## src/rtl/cla_pipe_addsub.sv

```systemverilog
// Carry-pipelined WIDTH-bit adder/subtractor built from 16-bit CLA segments, one segment per stage,
// with a valid/ready stream interface and carry/overflow/zero flags on the result.
module cla_pipe_addsub #(
    parameter int WIDTH = 32
) (
    input  logic             clk,
    input  logic             rst_n,
    input  logic             in_valid,
    output logic             in_ready,
    input  logic [WIDTH-1:0] in_a,
    input  logic [WIDTH-1:0] in_b,
    input  logic             in_cin,
    input  logic             in_sub,
    output logic             out_valid,
    input  logic             out_ready,
    output logic [WIDTH-1:0] out_sum,
    output logic             out_cout,
    output logic             out_ovf,
    output logic             out_zero
);
    localparam int NSEG = WIDTH / 16;

    logic             adv;
    logic [WIDTH-1:0] bEff;
    logic             cEff;

    // 16-bit CLA: four 4-bit lookahead groups joined by a lookahead carry unit. Returns {cout, sum}.
    function automatic logic [16:0] cla16(input logic [15:0] a, input logic [15:0] b, input logic cin);
        logic [15:0] g;
        logic [15:0] p;
        logic [15:0] c;
        logic [3:0]  gg;
        logic [3:0]  gp;
        logic [4:0]  gc;
        g = a & b;
        p = a ^ b;
        for (int j = 0; j < 4; j++) begin
            gg[j] = g[4*j+3] | (p[4*j+3] & g[4*j+2]) | (p[4*j+3] & p[4*j+2] & g[4*j+1])
                  | (p[4*j+3] & p[4*j+2] & p[4*j+1] & g[4*j]);
            gp[j] = &p[4*j +: 4];
        end
        gc[0] = cin;
        gc[1] = gg[0] | (gp[0] & cin);
        gc[2] = gg[1] | (gp[1] & gg[0]) | (gp[1] & gp[0] & cin);
        gc[3] = gg[2] | (gp[2] & gg[1]) | (gp[2] & gp[1] & gg[0]) | (gp[2] & gp[1] & gp[0] & cin);
        gc[4] = gg[3] | (gp[3] & gg[2]) | (gp[3] & gp[2] & gg[1]) | (gp[3] & gp[2] & gp[1] & gg[0])
              | (gp[3] & gp[2] & gp[1] & gp[0] & cin);
        for (int j = 0; j < 4; j++) begin
            c[4*j]   = gc[j];
            c[4*j+1] = g[4*j] | (p[4*j] & gc[j]);
            c[4*j+2] = g[4*j+1] | (p[4*j+1] & g[4*j]) | (p[4*j+1] & p[4*j] & gc[j]);
            c[4*j+3] = g[4*j+2] | (p[4*j+2] & g[4*j+1]) | (p[4*j+2] & p[4*j+1] & g[4*j])
                     | (p[4*j+2] & p[4*j+1] & p[4*j] & gc[j]);
        end
        return {gc[4], p ^ c};
    endfunction

    assign bEff = in_sub ? ~in_b : in_b;
    assign cEff = in_sub | in_cin;

    genvar s;
    generate
        for (s = 0; s < NSEG; s = s + 1) begin : g_stage
            localparam int SW = 16 * (s + 1);
            localparam int RW = WIDTH - 16 * s;

            logic [RW-1:0] remA;
            logic [RW-1:0] remB;
            logic          carryIn;
            logic          validIn;
            logic [16:0]   claRes;
            logic [SW-1:0] sumD;
            logic [SW-1:0] sumQ;
            logic          validQ;
            logic          carryQ;

            // Operands not yet consumed arrive from the skew registers; finished low segments ride along below.
            if (s == 0) begin : g_src
                assign remA    = in_a;
                assign remB    = bEff;
                assign carryIn = cEff;
                assign validIn = in_valid;
                assign sumD    = claRes[15:0];
            end else begin : g_src
                assign remA    = g_stage[s-1].g_skew.aQ;
                assign remB    = g_stage[s-1].g_skew.bQ;
                assign carryIn = g_stage[s-1].carryQ;
                assign validIn = g_stage[s-1].validQ;
                assign sumD    = {claRes[15:0], g_stage[s-1].sumQ};
            end

            assign claRes = cla16(remA[15:0], remB[15:0], carryIn);

            always_ff @(posedge clk or negedge rst_n) begin
                if (!rst_n) begin
                    validQ <= 1'b0;
                    carryQ <= 1'b0;
                    sumQ   <= '0;
                end else if (adv) begin
                    validQ <= validIn;
                    carryQ <= claRes[16];
                    sumQ   <= sumD;
                end
            end

            if (s < NSEG - 1) begin : g_skew
                logic [RW-17:0] aQ;
                logic [RW-17:0] bQ;

                always_ff @(posedge clk or negedge rst_n) begin
                    if (!rst_n) begin
                        aQ <= '0;
                        bQ <= '0;
                    end else if (adv) begin
                        aQ <= remA[RW-1:16];
                        bQ <= remB[RW-1:16];
                    end
                end
            end else begin : g_flags
                logic ovfQ;
                logic zeroQ;

                // Carry into the MSB is recovered from its sum bit: c15 = s15 ^ a15 ^ b15.
                always_ff @(posedge clk or negedge rst_n) begin
                    if (!rst_n) begin
                        ovfQ  <= 1'b0;
                        zeroQ <= 1'b0;
                    end else if (adv) begin
                        ovfQ  <= claRes[16] ^ claRes[15] ^ remA[15] ^ remB[15];
                        zeroQ <= ~|sumD;
                    end
                end
            end
        end
    endgenerate

    assign adv       = ~g_stage[NSEG-1].validQ | out_ready;
    assign in_ready  = adv;
    assign out_valid = g_stage[NSEG-1].validQ;
    assign out_sum   = g_stage[NSEG-1].sumQ;
    assign out_cout  = g_stage[NSEG-1].carryQ;
    assign out_ovf   = g_stage[NSEG-1].g_flags.ovfQ;
    assign out_zero  = g_stage[NSEG-1].g_flags.zeroQ;

endmodule
```

## config.mk

```make
export PLATFORM = sky130hd
export DESIGN_NAME = cla_pipe_addsub
export DESIGN_NICKNAME = d
export VERILOG_FILES = /design/src/rtl/cla_pipe_addsub.sv
export SDC_FILE = /design/constraint.sdc
export NUM_CORES = 1
export LEC_CHECK = 0
export BUFFER_PORTS_ARGS = -buffer_cell sky130_fd_sc_hd__clkbuf_2
export CORE_UTILIZATION = 45
export CTS_CLUSTER_SIZE = 12
export DETAILED_ROUTE_END_ITERATION = 16
export GPL_ROUTABILITY_DRIVEN = 1
export GPL_TIMING_DRIVEN = 0
export PLACE_DENSITY = 0.67
export SETUP_SLACK_MARGIN = 0.2
export SYNTH_ARGS = -nofsm -noshare
export SYNTH_HDL_FRONTEND = slang
export SYNTH_SLANG_ARGS = --single-unit
```

## constraint.sdc

```tcl
create_clock -name clk -period 7.3 [get_ports clk]
set_clock_uncertainty 0.2 [all_clocks]
set_input_delay 0.73 -clock clk [delete_from_list [all_inputs] [get_ports clk]]
set_output_delay 0.73 -clock clk [all_outputs]
set_load 0.03 [all_outputs]
```

---- After elaboration in Yosys (flattened, before gate mapping) ----
Cells that the tools add are included.
storage, ports and cells
  bits of input ports ..................... 70
  flip-flop bits (word level) ............. 86
  word-level logic and storage cells ...... 270
  latch bits .............................. 0
  memories kept ........................... 0
  bits in read-only memories .............. 0
  bits in writable memories ............... 0
operators by class
  bitwise gates (word level) .............. 249
  eq/ne operators ......................... 0
  multiplexer cells ....................... 1
  multipliers ............................. 0
  add/sub/neg operators ................... 0
  shift operators ......................... 0
  div/mod/pow operators ................... 0
  order comparisons ....................... 0
  reductions and logical operators ........ 10
operator list
  cell                 number
  1-bit AND            144
  1-bit bitwise OR     94
  16-bit bitwise XOR   4
  16-bit AND           2
  32-bit two-way mux   1
  32-bit NOT           1
  4-bit AND reduction  8
  32-bit OR reduction  1
  1-bit bitwise XOR    3
  1-bit zero test      1
  1-bit NOT            1

---- Depth between registers and ports, before layout ----
Gate-level depths: netlist of run 1.
  depth in word-level cells ............... 15
  mapped depth ............................ 14

---- Worst setup path after synthesis of run 1 ----
No wires, ideal clock.
  path type ............................... input to register
  start ................................... input port in_sub
  end ..................................... register g_stage[0].sumQ[8]
  arrival time ............................ 3.502 ns
  setup slack ............................. 3.521 ns
  data required time ...................... 7.022 ns
  buffers on the path ..................... 2
  stages .................................. 13
  library setup time ...................... 0.078 ns
  path through ............................ clkbuf_1 -> clkbuf_1 -> xor2_1 -> ha_1 -> o21a_1 -> o21ai_0 -> a21oi_1 -> o21ai_0 -> nand2_1 -> a21o_1 -> a21oi_1 -> fa_1 -> a21oi_1
between the ends
  longest elaborated chain between the ends .. 10
  elaborated cells between the ends (all ways) .. 28
  classes of those cells .................. mux: 1; bitwise: 25; reduce/logical: 2
RTL lines
  element                                                  line    text
  from (decl)                                              13      input logic in_sub,
  32-bit two-way mux                                       58      assign bEff = in_sub ? ~in_b : in_b;
  16-bit bitwise XOR / 16-bit AND (equally long branches)  36, 35
  1-bit AND, on equally long branches                      38, 39
  1-bit bitwise OR (tied with other cells)                 38      gg[j] = g[4*j+3] | (p[4*j+3] & g[4*j+2]) | (p[4*j+3] & p[4*j+2] & g[4*j+1])
  1-bit bitwise OR / 1-bit AND (equally long branches)     38, 39
  1-bit bitwise OR                                         39      | (p[4*j+3] & p[4*j+2] & p[4*j+1] & g[4*j]);
  1-bit AND                                                44      gc[2] = gg[1] | (gp[1] & gg[0]) | (gp[1] & gp[0] & cin);
  1-bit bitwise OR (2 in series)                           44
  16-bit bitwise XOR *                                     55      return {gc[4], p ^ c};
  to (signal assigned)                                     102     sumQ <= sumD;
  to (decl)                                                73      logic [SW-1:0] sumQ;
Mark *: on every way between the ends. The rest lies on a longest branch, timed or not.
A chain may end at the register's enable or synchronous reset.

---- Worst setup path after layout of run 1 ----
  start ................................... input port in_sub
  end ..................................... register g_stage[0].carryQ
between the ends
  longest elaborated chain between the ends .. 11
  elaborated cells between the ends (all ways) .. 51
  classes of those cells .................. mux: 1; bitwise: 46; reduce/logical: 4
RTL lines
  element                                                  line    text
  32-bit two-way mux                                       58
  16-bit bitwise XOR / 16-bit AND (equally long branches)  36, 35
  1-bit AND, on equally long branches                      38, 39
  1-bit bitwise OR (tied with other cells)                 38
  1-bit bitwise OR / 1-bit AND (equally long branches)     38, 39
  1-bit bitwise OR                                         39
  1-bit AND                                                46      gc[4] = gg[3] | (gp[3] & gg[2]) | (gp[3] & gp[2] & gg[1]) | (gp[3] & gp[2] & gp[1] & gg[0])
  1-bit bitwise OR (3 in series)                           46
  1-bit bitwise OR *                                       47      | (gp[3] & gp[2] & gp[1] & gp[0] & cin);
  to (signal assigned)                                     101     carryQ <= claRes[16];
  to (decl)                                                75      logic carryQ;
Marks and branches as above.

==> metrics.md, run 1 <==
| Metric | Value |
|---|---|
| Pwr dens | `310.2 mW/mm^2` |
| Slew Viols, Final | `0` |
| Vias/cell | `5.102` |
| Peak VDD IR | `0.1827 mV` |
| Commonest non-fill, non-tap cell in the layout | `nand2_1` |
| Maximum clock frequency | `0.2438 GHz` |
| First-pass GRT wire length | `19.57 mm` |
| Yosys warnings | `0` |
| Max Cap Viol | `0` |
| # hold bufs at CTS | `0` |
| Port Buffers | `105` |
| WL final | `11.68 mm` |
| H-Tree Depth | `3` |
| Final TNS setup | `0 ps` |
| Crit path from | `in_sub` |
| I/O Pins | `107` |
| Gate Count Post-Synth | `534` |
| Distinct cell type count after synthesis | `43` |
| GRT Total Usage | `0.2258` |
| Syn-to-layout area delta | `18.67%` |
| Post-synth EDFFs | `0` |
| Final Cycle Share | `0.5618` |
| CP required | `7340 ps` |
| Row count | `37` |
| Horiz. Die Dim | `105.8 um` |
| Final Non-Filler Cells | `792` |
| Least-Margin Pin Slew | `805.5 ps` |
| Gp weighted congestion | `0.8948` |
| R2r setup slk | `3320 ps` |
| Worst skew pair latency | `370 ps` |
| Vias in the first global route | `4027` |
| Critical R2R Launch | `g_stage[0].g_skew.aQ[0]$_DFFE_PN0P_` |
| RSZ-0062 raised after global routing | `false` |
| Largest net degree at the start of global routing | `53` |
| Antenna cells | `0` |
| Final ANT Viol Nets | `0` |
| Remaining Overflow, GRT | `0` |
| CTS resizes | `0` |
| Die area | `0.01119 mm^2` |
| Clock Path Buffers | `2` |
| Fraction of registers with async set/reset | `1.000` |
| Initial Util | `0.4672` |
| Synthesized area | `0.004845 mm^2` |
| Avg Synthesized Cell Area | `9.072 um^2` |
| Chip Height | `105.8 um` |
| Rel. slew slack | `0.4630` |
| FF+latch count, synth | `86` |
| Final core utilization | `0.5544` |
| CP startpoint kind | `input pin` |
| Starting DRT DRC Count | `217` |
| Post-layout nets | `761` |
| Post-DP HPWL | `9.094 mm` |
| TritonCTS Buffers | `9` |
| Post-synthesis sequential area ratio | `0.4442` |
| Share of cells above drive strength 1 | `0.1997` |
| Mapped Nets | `644` |
| DRT Pass-1 Iters | `4` |
| Routed via count | `4041` |
| Commonest cells after routing, fill and taps aside | `149 x nand2_1, 104 x clkbuf_2, 86 x dfrtp_1` |
| Pleak | `0.002855 uW` |
| # placed instances | `776` |
| Core ar. | `0.01037 mm^2` |
| Avg WL per Cell | `14.74 um` |
| Critical Path End Type | `flip-flop` |
| CP arrival | `4140 ps` |
| Worst min path class | `in2async` |
| Main synth FF type | `dfrtp_1` |
| Minimum clock period | `4101 ps` |
| Clock transition at path regs | `90 ps` |
| Clock tree sinks | `86` |
| Status | `finished, final reports clean` |
| CP max FO | `10` |
| Hold Fails Final Rpt | `0` |
| DRC | `0` |
| CP Class | `in2reg` |
| CTS tree | `yes` |
| Initial antenna violation count | `0` |
| Final Setup Violations | `0` |
| Postcts setup bufs | `0` |
| Root buf cell | `clkbuf_8` |
==> flip-flops by register name (all words and copies together), names as in the netlist <==
signal and cells:
out_sum 32, g_stage.g_skew.aQ 16, g_stage.g_skew.bQ 16, g_stage.sumQ 16, g_stage.carryQ 1, g_stage.validQ 1, out_cout 1, out_ovf 1
out_valid 1, out_zero 1
==> power breakdown <==
group	internal, uW	switching [uW]
Combinational	270	482
Clock	128	185
Sequential	614	105
Total	1010	772
==> cell usage after synthesis, drive strengths merged, types with 4 or more instances <==
library cell / count / area, um^2
nand2: 149 / 559.3
dfrtp: 86 / 2152
a21oi: 37 / 188.9
o21ai: 36 / 183.9
ha: 32 / 400.4
xnor2: 31 / 271.5
nor2: 29 / 108.9
xor2: 26 / 227.7
clkbuf: 20 / 75.07
inv: 19 / 71.32
fa: 8 / 160.2
nand3: 8 / 40.04
nor4: 7 / 43.79
o21a: 6 / 45.04
a211oi: 4 / 42.54
a21o: 4 / 30.03
nand4: 4 / 25.02
==> critical path: stages <==
cell and delay (ps):
clkbuf_1 350, clkbuf_1 640, xor2_1 270, ha_1 270
o21a_1 100, o21ai_0 260, a21oi_1 130, or2_2 300
o21ai_0 460, o21ai_0 270, a211oi_1 300, a21oi_1 70
==> kinds of logic (layout without fill, tap and decap cells) <==
kind of cell | after synthesis | in the layout | synth area share
muxes | 1 | 1 | 0.002324
adders and majority gates | 40 | 40 | 0.1157
DFF | 86 | 86 | 0.4442
and+or+nand+nor | 209 | 209 | 0.1798
xor gates and xnor gates | 57 | 57 | 0.1030
AOI/OAI and AO/OA | 99 | 99 | 0.1224
buffers and inverters | 42 | 164 | 0.03254
==> path summary, 6_finish.rpt <==
kind | to | cells past startpoint
worst min register to register | g_stage[0].validQ$_DFFE_PN0P_ | 2
worst min-delay path | g_stage[0].g_skew.bQ[6]$_DFFE_PN0P_ | 1
min in group clk | g_stage[0].validQ$_DFFE_PN0P_ | 2
worst max register to register | out_zero$_DFFE_PN0P_ | 12
max in group asynchronous | out_sum[13]$_DFFE_PN0P_ | 2
worst max-delay path | g_stage[0].carryQ$_DFFE_PN0P_ | 12
==> metrics by stage <==
stage	hold slack (ps)	power [uW]	cell area, um^2	setup slack (ps)
global route	180.7	1905	5749	2810
global placement	244.6	1456	5540	2905
detailed placement	247.1	1480	5570	2755
finish	151.7	1783	5749	3199
floorplan	230.0	1231	4845	3521
CTS	162.7	1794	5749	3147
==> final cells by class <==
type                       count  area, um^2
fill                         981        4621
multi-input combinational    406        2535
sequential                    86        2152
timing repair buffer         106       555.5
tap                          136       170.2
clock buffer                   9       123.9
buffer                        23       86.33
inverter                      19       71.32
clock inverter                 7       55.05
==> layer usage <==
layer | part of all wire | GRT usage | routed length, um
met1 | 0.47 | 0.3070 | 5534
met5 | 0 | 0 | 0
met2 | 0.46 | 0.3548 | 5396
met3 | 0.038 | 0.04576 | 447
met4 | 0.025 | 0.08730 | 297
Note: power is estimated with default switching activity, not from simulation.
==> run 2: changes to the inputs <==
--- a/config.mk
+++ b/config.mk
@@ -5,6 +5,7 @@
 export SDC_FILE = /design/constraint.sdc
 export NUM_CORES = 1
 export LEC_CHECK = 0
+export ABC_AREA = 1
 export BUFFER_PORTS_ARGS = -buffer_cell sky130_fd_sc_hd__clkbuf_2
 export CORE_UTILIZATION = 45
 export CTS_CLUSTER_SIZE = 12
==> constraint.sdc (replaced) <==
create_clock -name clk -period 3.9 [get_ports clk]
set_clock_uncertainty 0.2 [all_clocks]
set_input_delay 0.39 -clock clk [delete_from_list [all_inputs] [get_ports clk]]
set_output_delay 0.39 -clock clk [all_outputs]
set_load 0.03 [all_outputs]
==> run 2 against run 1 <==
  * Setup slack worse by 2400 ps
  * Sequential power increased by 84%
  * Global-route usage is 0.69 points higher
  * Via count rose by 14%
  * Critical path depth up 7
  * Synthesized cell count rose by 20%
  * Combinational power rose by 91%
  * Die area rose by 5.9%
  * Sequential share of layout area is 2.5 points lower
  * Sequential cell count unchanged
  * Cell count is 14% higher
  * Register-to-register slack worse by 2600 ps
  * Critical endpoint is now out_zero$_DFFE_PN0P_
==> metrics.md, run 2 <==
| Metric | Value |
|---|---|
| FF+latch count, synth | `86 (unchanged)` |
| Tot Pwr | `3583 uW (+100%)` |
| Most frequent cell after synthesis | `nand2_1` |
| Root buf cell | `clkbuf_16` |
| Post-layout nets | `870 (+14%)` |
| Final TNS setup | `0 ps (unchanged)` |
| Worst skew pair latency | `340 ps (-30 ps)` |
| CP required | `3980 ps (-3360 ps)` |
| Antenna cells | `0 (unchanged)` |
| Pwr dens | `581.8 mW/mm^2 (+88%)` |
| Avg Synthesized Cell Area | `8.000 um^2 (-12%)` |
| DRC | `0 (unchanged)` |
| Minimum clock period | `3149 ps` |
| RSZ-0062 raised after global routing | `false` |
| Commonest non-fill, non-tap cell in the layout | `nand2_1` |
| Net Sw Frac | `0.4236 (-0.009263)` |
| CP startpoint kind | `flip-flop` |
| Status | `finished, final reports clean` |
| Synth area leaders | `dfrtp_1 42%, nand2_1 16%, ha_1 7.8%` |
| CP Class | `reg2reg` |
| Worst setup margin | `751.0 ps (-2447 ps)` |
| Clock tree sinks | `86 (unchanged)` |
| Final Setup Violations | `0 (unchanged)` |
| Post-DP HPWL | `10.02 mm (+10%)` |
| Final core utilization | `0.5608 (+0.006418)` |
| Mapped Nets | `752 (+17%)` |
| Gate power share | `0.402 (-0.020)` |
| Fraction of registers with async set/reset | `1.000 (unchanged)` |
| Clk pwr share | `0.229 (+0.054)` |
| Cell mode on critical path | `nand2_1` |
| Peak VDD IR | `0.2933 mV (+61%)` |
| DRT Pass-1 Iters | `4 (unchanged)` |
| Post-synthesis sequential area ratio | `0.4190 (-0.02521)` |
| Share of cells above drive strength 1 | `0.1817 (-0.01800)` |
| GRT Total Usage | `0.2327 (+0.006890)` |
| Starting DRT DRC Count | `182 (-16%)` |
| Placement Cell Area | `0.005867 mm^2 (+5.3%)` |
| Die area | `0.01185 mm^2 (+5.9%)` |
| Hold Fails Final Rpt | `0 (unchanged)` |
| Post-synth EDFFs | `0 (unchanged)` |
| Initial Util | `0.4676 (about the same)` |
| Commonest cells after routing, fill and taps aside | `220 x nand2_1, 104 x clkbuf_2, 86 x dfrtp_1` |
| Final Cycle Share | `0.8074` |
| Initial antenna violation count | `0 (unchanged)` |
| Critical Path End Type | `flip-flop` |
| Distinct cell type count after synthesis | `37 (-14%)` |
| Least-Margin Pin Slew | `655.7 ps (-149.7 ps)` |
| Horiz. Die Dim | `108.8 um (+2.9%)` |
| Syn-to-layout area delta | `19.93%` |
| Pleak | `0.003285 uW (+15%)` |
| CP arrival | `3230 ps (-910 ps)` |
| Clock Path Buffers | `2 (unchanged)` |
| CTS resizes | `0 (unchanged)` |
| Commonest cells post-synth | `220 x nand2_1, 86 x dfrtp_1, 65 x inv_1` |
| Row count | `38 (+2.7%)` |
| Synth top area share | `0.4190 (-0.02521)` |
| Max Cap Viol | `0 (unchanged)` |
| Rel. slew slack | `0.5629 (+0.09983)` |
| First-pass GRT wire length | `20.86 mm (+6.6%)` |
| TritonCTS Buffers | `9 (unchanged)` |
| Largest net degree at the start of global routing | `53 (unchanged)` |
| Int Pwr | `2065 uW (+100%)` |
| Avg WL per Cell | `14.29 um (-3.1%)` |
| Design Area, Final | `0.006160 mm^2 (+7.1%)` |
| Clock transition at path regs | `70 ps (-20 ps)` |
| Final ANT Viol Nets | `0 (unchanged)` |
| Max FFs per register | `32 (unchanged)` |
| Worst path slowest cell | `fa_1` |
| WL final | `12.93 mm (+11%)` |
| Vias/cell | `5.102 (about the same)` |
| I/O Pins | `107 (unchanged)` |
| Yosys top cell by area | `dfrtp_1` |
| Main synth FF type | `dfrtp_1` |
| H-Tree Depth | `3 (unchanged)` |
| Remaining Overflow, GRT | `0 (unchanged)` |
| Worst min path class | `in2reg` |
| Sequential share of power | `0.368 (-0.035)` |
| Port Buffers | `105 (unchanged)` |
| Critical-path cell list | `ha_1, nand2_2, nor2_1, nor2_2, nand2_1, nand2_1, nand3b_1, fa_1, inv_1, nand4_1, nor2_1, nand2_1, nor2_1, nand3_1, nor2_1, nand2_1, nor2_2, nand3_1, nand2_1` |
| Gate Count Post-Synth | `642 (+20%)` |
| Synthesized area | `0.005136 mm^2 (+6.0%)` |
| CTS tree | `yes` |
| CP max FO | `6 (-4)` |
| Setup slack after placement | `653.3 ps (-2101 ps)` |
| Maximum clock frequency | `0.3176 GHz` |
| Gp weighted congestion | `0.8659 (-3.2%)` |
| Net Sw Power | `1518 uW (+97%)` |
| Vias in the first global route | `4392 (+9.1%)` |
| CP max stage delay | `490 ps (-150 ps)` |
| Slew Viols, Final | `0 (unchanged)` |
| Core ar. | `0.01098 mm^2 (+5.9%)` |
| Chip Height | `108.8 um (+2.9%)` |
| Routed via count | `4617 (+14%)` |
| Yosys warnings | `0 (unchanged)` |
run 2: path summary, 6_finish.rpt:
check / startpoint / end / slack (ps) / cells after the start
max: g_stage[0].g_skew.aQ[2]$_DFFE_PN0P_ / out_zero$_DFFE_PN0P_ / 750 / 19
min: in_a[25] / g_stage[0].g_skew.aQ[9]$_DFFE_PN0P_ / 50 / 3
max reg2reg: g_stage[0].g_skew.aQ[2]$_DFFE_PN0P_ / out_zero$_DFFE_PN0P_ / 750 / 19
min reg2reg: g_stage[0].validQ$_DFFE_PN0P_ / out_valid$_DFFE_PN0P_ / 250 / 2
max in group asynchronous: rst_n / g_stage[0].sumQ[15]$_DFFE_PN0P_ / 2480 / 3
min in group asynchronous: rst_n / g_stage[0].g_skew.bQ[5]$_DFFE_PN0P_ / 390 / 2
run 2: final cells by class:
type | count | area (um^2)
buffer | 21 | 90.09
clock buffer | 10 | 239.0
clock inverter | 6 | 43.79
fill | 1032 | 4823
inverter | 66 | 247.7
multi-input combinational | 469 | 2646
sequential | 86 | 2152
tap | 140 | 175.2
timing repair buffer | 107 | 565.5
run 2: metrics by stage:
stage,hold WS (ps),cells
after floorplan,-105.6,642
after global placement,234.3,887
after detailed placement,223.5,888
after CTS,49.26,905
after global routing,64.23,905
final,50.49,905
run 2: critical path, delay by kind of cell, from the launching register on:
family                     cells  cell delay [ps]
adders and majority gates      2              880
buffers and inverters          1              120
DFF                            1              390
and+or+nand+nor               16             1480
run 2: logic make-up (layout without fill, tap and decap cells):
family,after synthesis,count (layout),synth area share
AO/OA/AOI/OAI,74,74,0.07747
buffers and inverters,87,210,0.06577
AND/OR/NAND/NOR,313,313,0.2570
XOR/XNOR,42,42,0.07162
flip-flops,86,86,0.4190
adder cells (fa/ha/maj),40,40,0.1091
run 2: metal layers:
layer  global-route usage  routed length (um)
met1               0.3111                6014
met5                    0                   0
met3              0.02809                 452
met4               0.1014                 302
met2               0.3802                6161
run 2: timing repair:
action                     CTS  global route
hold buffers                 1             0
setup endpoints to repair    0             0
setup buffers                0             0
hold endpoints to repair    34             0
run 2: power by group through the flow:
stage	logic, uW	clock network, uW	registers (uW)
3_3_place_gp	1400	0	1320
3_5_place_dp	1440	0	1330
2_1_floorplan	734	0	1570
4_1_cts	1450	833	1320
6_report	1440	821	1320
5_1_grt	1610	865	1350
==> run 3: changes to the inputs <==
==> constraint.sdc (replaced) <==
create_clock -name clk -period 3.13 [get_ports clk]
set_clock_uncertainty 0.2 [all_clocks]
set_input_delay 0.313 -clock clk [delete_from_list [all_inputs] [get_ports clk]]
set_output_delay 0.313 -clock clk [all_outputs]
set_load 0.03 [all_outputs]
==> run 3 against run 2 <==
  * Register-to-register slack worse by 620 ps
  * Design area grew 7.4%
  * Core utilization is 4.2 points higher
  * Cell count increased by 3.3%
  * Clock power grew 24%
  * Critical path depth is the same
  * Via count rose by 3.9%
  * Maximum frequency increased by 5.1%
  * Non-clock buffer count grew 30
  * Routed wire length is 6.9% higher
  * Count of clock-buffer cells in the layout unchanged
  * Sequential cell count is the same
  * Critical endpoint unchanged
  * Highest routed layer unchanged
==> metrics.md, run 3 (same netlist as run 2, synthesis figures left out) <==
| Metric | Value |
|---|---|
| Status | `finished, final reports clean` |
| Antenna cells | `0 (unchanged)` |
| Setup slack after placement | `-39.73 ps (-693.0 ps)` |
| Max Used Layer | `met4` |
| Hold path startpoint | `in_a[29]` |
| # fillers | `976 (-5.4%)` |
| DR WL met2 | `6.838 mm (+11%)` |
| Vias/cell | `5.130 (+0.56%)` |
| Clock transition at path regs | `70 ps (about the same)` |
| DRT Pass-1 Iters | `4 (unchanged)` |
| RSZ-0062 raised after global routing | `true` |
| Crit path from | `g_stage[0].g_skew.bQ[3]$_DFFE_PN0P_` |
| Root buf cell | `clkbuf_16` |
| Remaining Overflow, GRT | `0 (unchanged)` |
| Commonest non-fill, non-tap cell in the layout | `nand2_1` |
| Max Cap Viol | `0 (unchanged)` |
| FF/Latch Area | `0.002152 mm^2 (unchanged)` |
| Port Buffers | `105 (unchanged)` |
| Horiz. Die Dim | `108.8 um (unchanged)` |
| Critical-path cell list | `ha_4, nand2_2, nand2_2, nor2_2, nand2_1, nand2_1, nand3b_1, fa_1, inv_2, nand4_1, nor2_2, nand2_1, nor2_1, nand3_1, nor2_2, nand2_1, nor2_2, nand3_1, nand2_1` |
| Pleak | `0.003437 uW (+4.7%)` |
| Rel. slew slack | `0.5446 (-0.01828)` |
| Chip Height | `108.8 um (unchanged)` |
| Slew Viols, Final | `0 (unchanged)` |
| H-Tree Depth | `3 (unchanged)` |
| Initial Util | `0.4676 (unchanged)` |
| CP arrival | `3080 ps (-150 ps)` |
| Post-DP HPWL | `10.02 mm (unchanged)` |
| Metal3 WL | `495 um (+9.5%)` |
| Row count | `38 (unchanged)` |
| Post-layout nets | `900 (+3.4%)` |
| Initial antenna violation count | `0 (unchanged)` |
| WP buf/inv | `1 (unchanged)` |
| Gp weighted congestion | `0.8659 (unchanged)` |
| Worst path slowest cell | `fa_1` |
| CP Class | `reg2reg` |
| Critical R2R Launch | `g_stage[0].g_skew.bQ[3]$_DFFE_PN0P_` |
| First-pass GRT wire length | `21.80 mm (+4.5%)` |
| Die area | `0.01185 mm^2 (unchanged)` |
| Max FFs per register | `32 (unchanged)` |
| Worst skew pair latency | `340 ps (about the same)` |
| Cell mode on critical path | `nand2_1` |
| Worst min path class | `in2reg` |
| Starting DRT DRC Count | `222 (+22%)` |
| Minimum clock period | `2996 ps (-153.1 ps)` |
| CP top delay family | `simple AND/OR/NAND/NOR gates` |
| Routed via count | `4797 (+3.9%)` |
| WL final | `13.82 mm (+6.9%)` |
| Share of cells above drive strength 1 | `0.2252 (+0.04346)` |
| Worst setup margin | `134.1 ps (-616.9 ps)` |
| Largest net degree at the start of global routing | `53 (unchanged)` |
| CP max FO | `5 (-1)` |
| Area of the multi-input gates | `0.002835 mm^2 (+7.1%)` |
| Pwr dens | `711.9 mW/mm^2 (+22%)` |
| Hold Fails Final Rpt | `0 (unchanged)` |
| Vias in the first global route | `4571 (+4.1%)` |
| CP startpoint kind | `flip-flop` |
| Commonest cells after routing, fill and taps aside | `216 x nand2_1, 104 x clkbuf_2, 86 x dfrtp_1` |
| Syn-to-layout area delta | `28.82%` |
| Core ar. | `0.01098 mm^2 (unchanged)` |
| Critical Path End Type | `flip-flop` |
| DRC | `0 (unchanged)` |
| Peak VDD IR | `0.4812 mV (+64%)` |
| Avg WL per Cell | `14.79 um (+3.5%)` |
| CTS tree | `yes` |
| Final ANT Viol Nets | `0 (unchanged)` |
| Final Setup Violations | `0 (unchanged)` |
| Final Cycle Share | `0.9572 (+0.1497)` |
| Least-Margin Pin Slew | `683.1 ps (+27.43 ps)` |
| CP required | `3210 ps (-770 ps)` |
| Clock Path Buffers | `2 (unchanged)` |
| I/O Pins | `107 (unchanged)` |
| Clock tree sinks | `86 (unchanged)` |
| GRT Total Usage | `0.2439 (+0.01122)` |
| TritonCTS Buffers | `9 (unchanged)` |
| CP max stage delay | `490 ps (about the same)` |
| Final TNS setup | `0 ps (unchanged)` |
| Maximum clock frequency | `0.3338 GHz (+5.1%)` |
| Wire length on met1 | `6.248 mm (+3.9%)` |
run 3: path summary, 6_finish.rpt:
path	endpoint	slack, ps	cells after the start
worst min register to register	out_valid$_DFFE_PN0P_	250	2
worst max-delay path	out_zero$_DFFE_PN0P_	130	19
worst max register to register	out_zero$_DFFE_PN0P_	130	19
min in group asynchronous	g_stage[0].g_skew.bQ[8]$_DFFE_PN0P_	310	2
max in group asynchronous	g_stage[0].sumQ[15]$_DFFE_PN0P_	1780	3
worst min-delay path	g_stage[0].g_skew.aQ[13]$_DFFE_PN0P_	10	3
run 3: worst min-delay path: cells and delay by family:
kind / cells / cell delay (ps)
simple gates: 2 / 130
buf+inv: 1 / 80
run 3: metal layers:
metal  vias to the layer above  GRT usage
met5                         -          0
met3                        17    0.02869
met1                      2301     0.3203
met4                         0     0.1081
met2                       139     0.4051
li1                       2340          -
run 3: through the flow:
stage	power, uW	std cells	area (um^2)	hold WS (ps)	utilization
after floorplan	2864	642	5136	-182.6	-
after detailed placement	3454	888	5867	146.5	0.5342
after global routing	4994	935	6616	24.28	0.6024
after CTS	4656	935	6553	17.38	0.5966
final	4710	935	6616	13.43	0.6024
after global placement	3400	887	5837	234.3	0.5314
run 3: final cells by class:
cell class,instances,share of cell area
multi-input combinational,469,0.4285
sequential,86,0.3253
timing repair buffer,137,0.1252
inverter,66,0.03744
clock buffer,10,0.03612
tap,140,0.02648
buffer,21,0.01437
clock inverter,6,0.006619
run 3: power by group:
part           switching, uW  leakage, uW  internal (uW)
combinational           1280      0.00227            744
sequential               248      0.00103           1420
clock                    459     0.000139            564
total                   1980      0.00344           2730
run 3: what timing repair did:
action                                 4_1_cts  5_1_grt
pin swaps                                   10        7
setup endpoints to repair                    1        5
hold buffers                                16        0
endpoints found under the hold margin       49        0
gates resized for setup                     16       19
setup buffers                               15        0
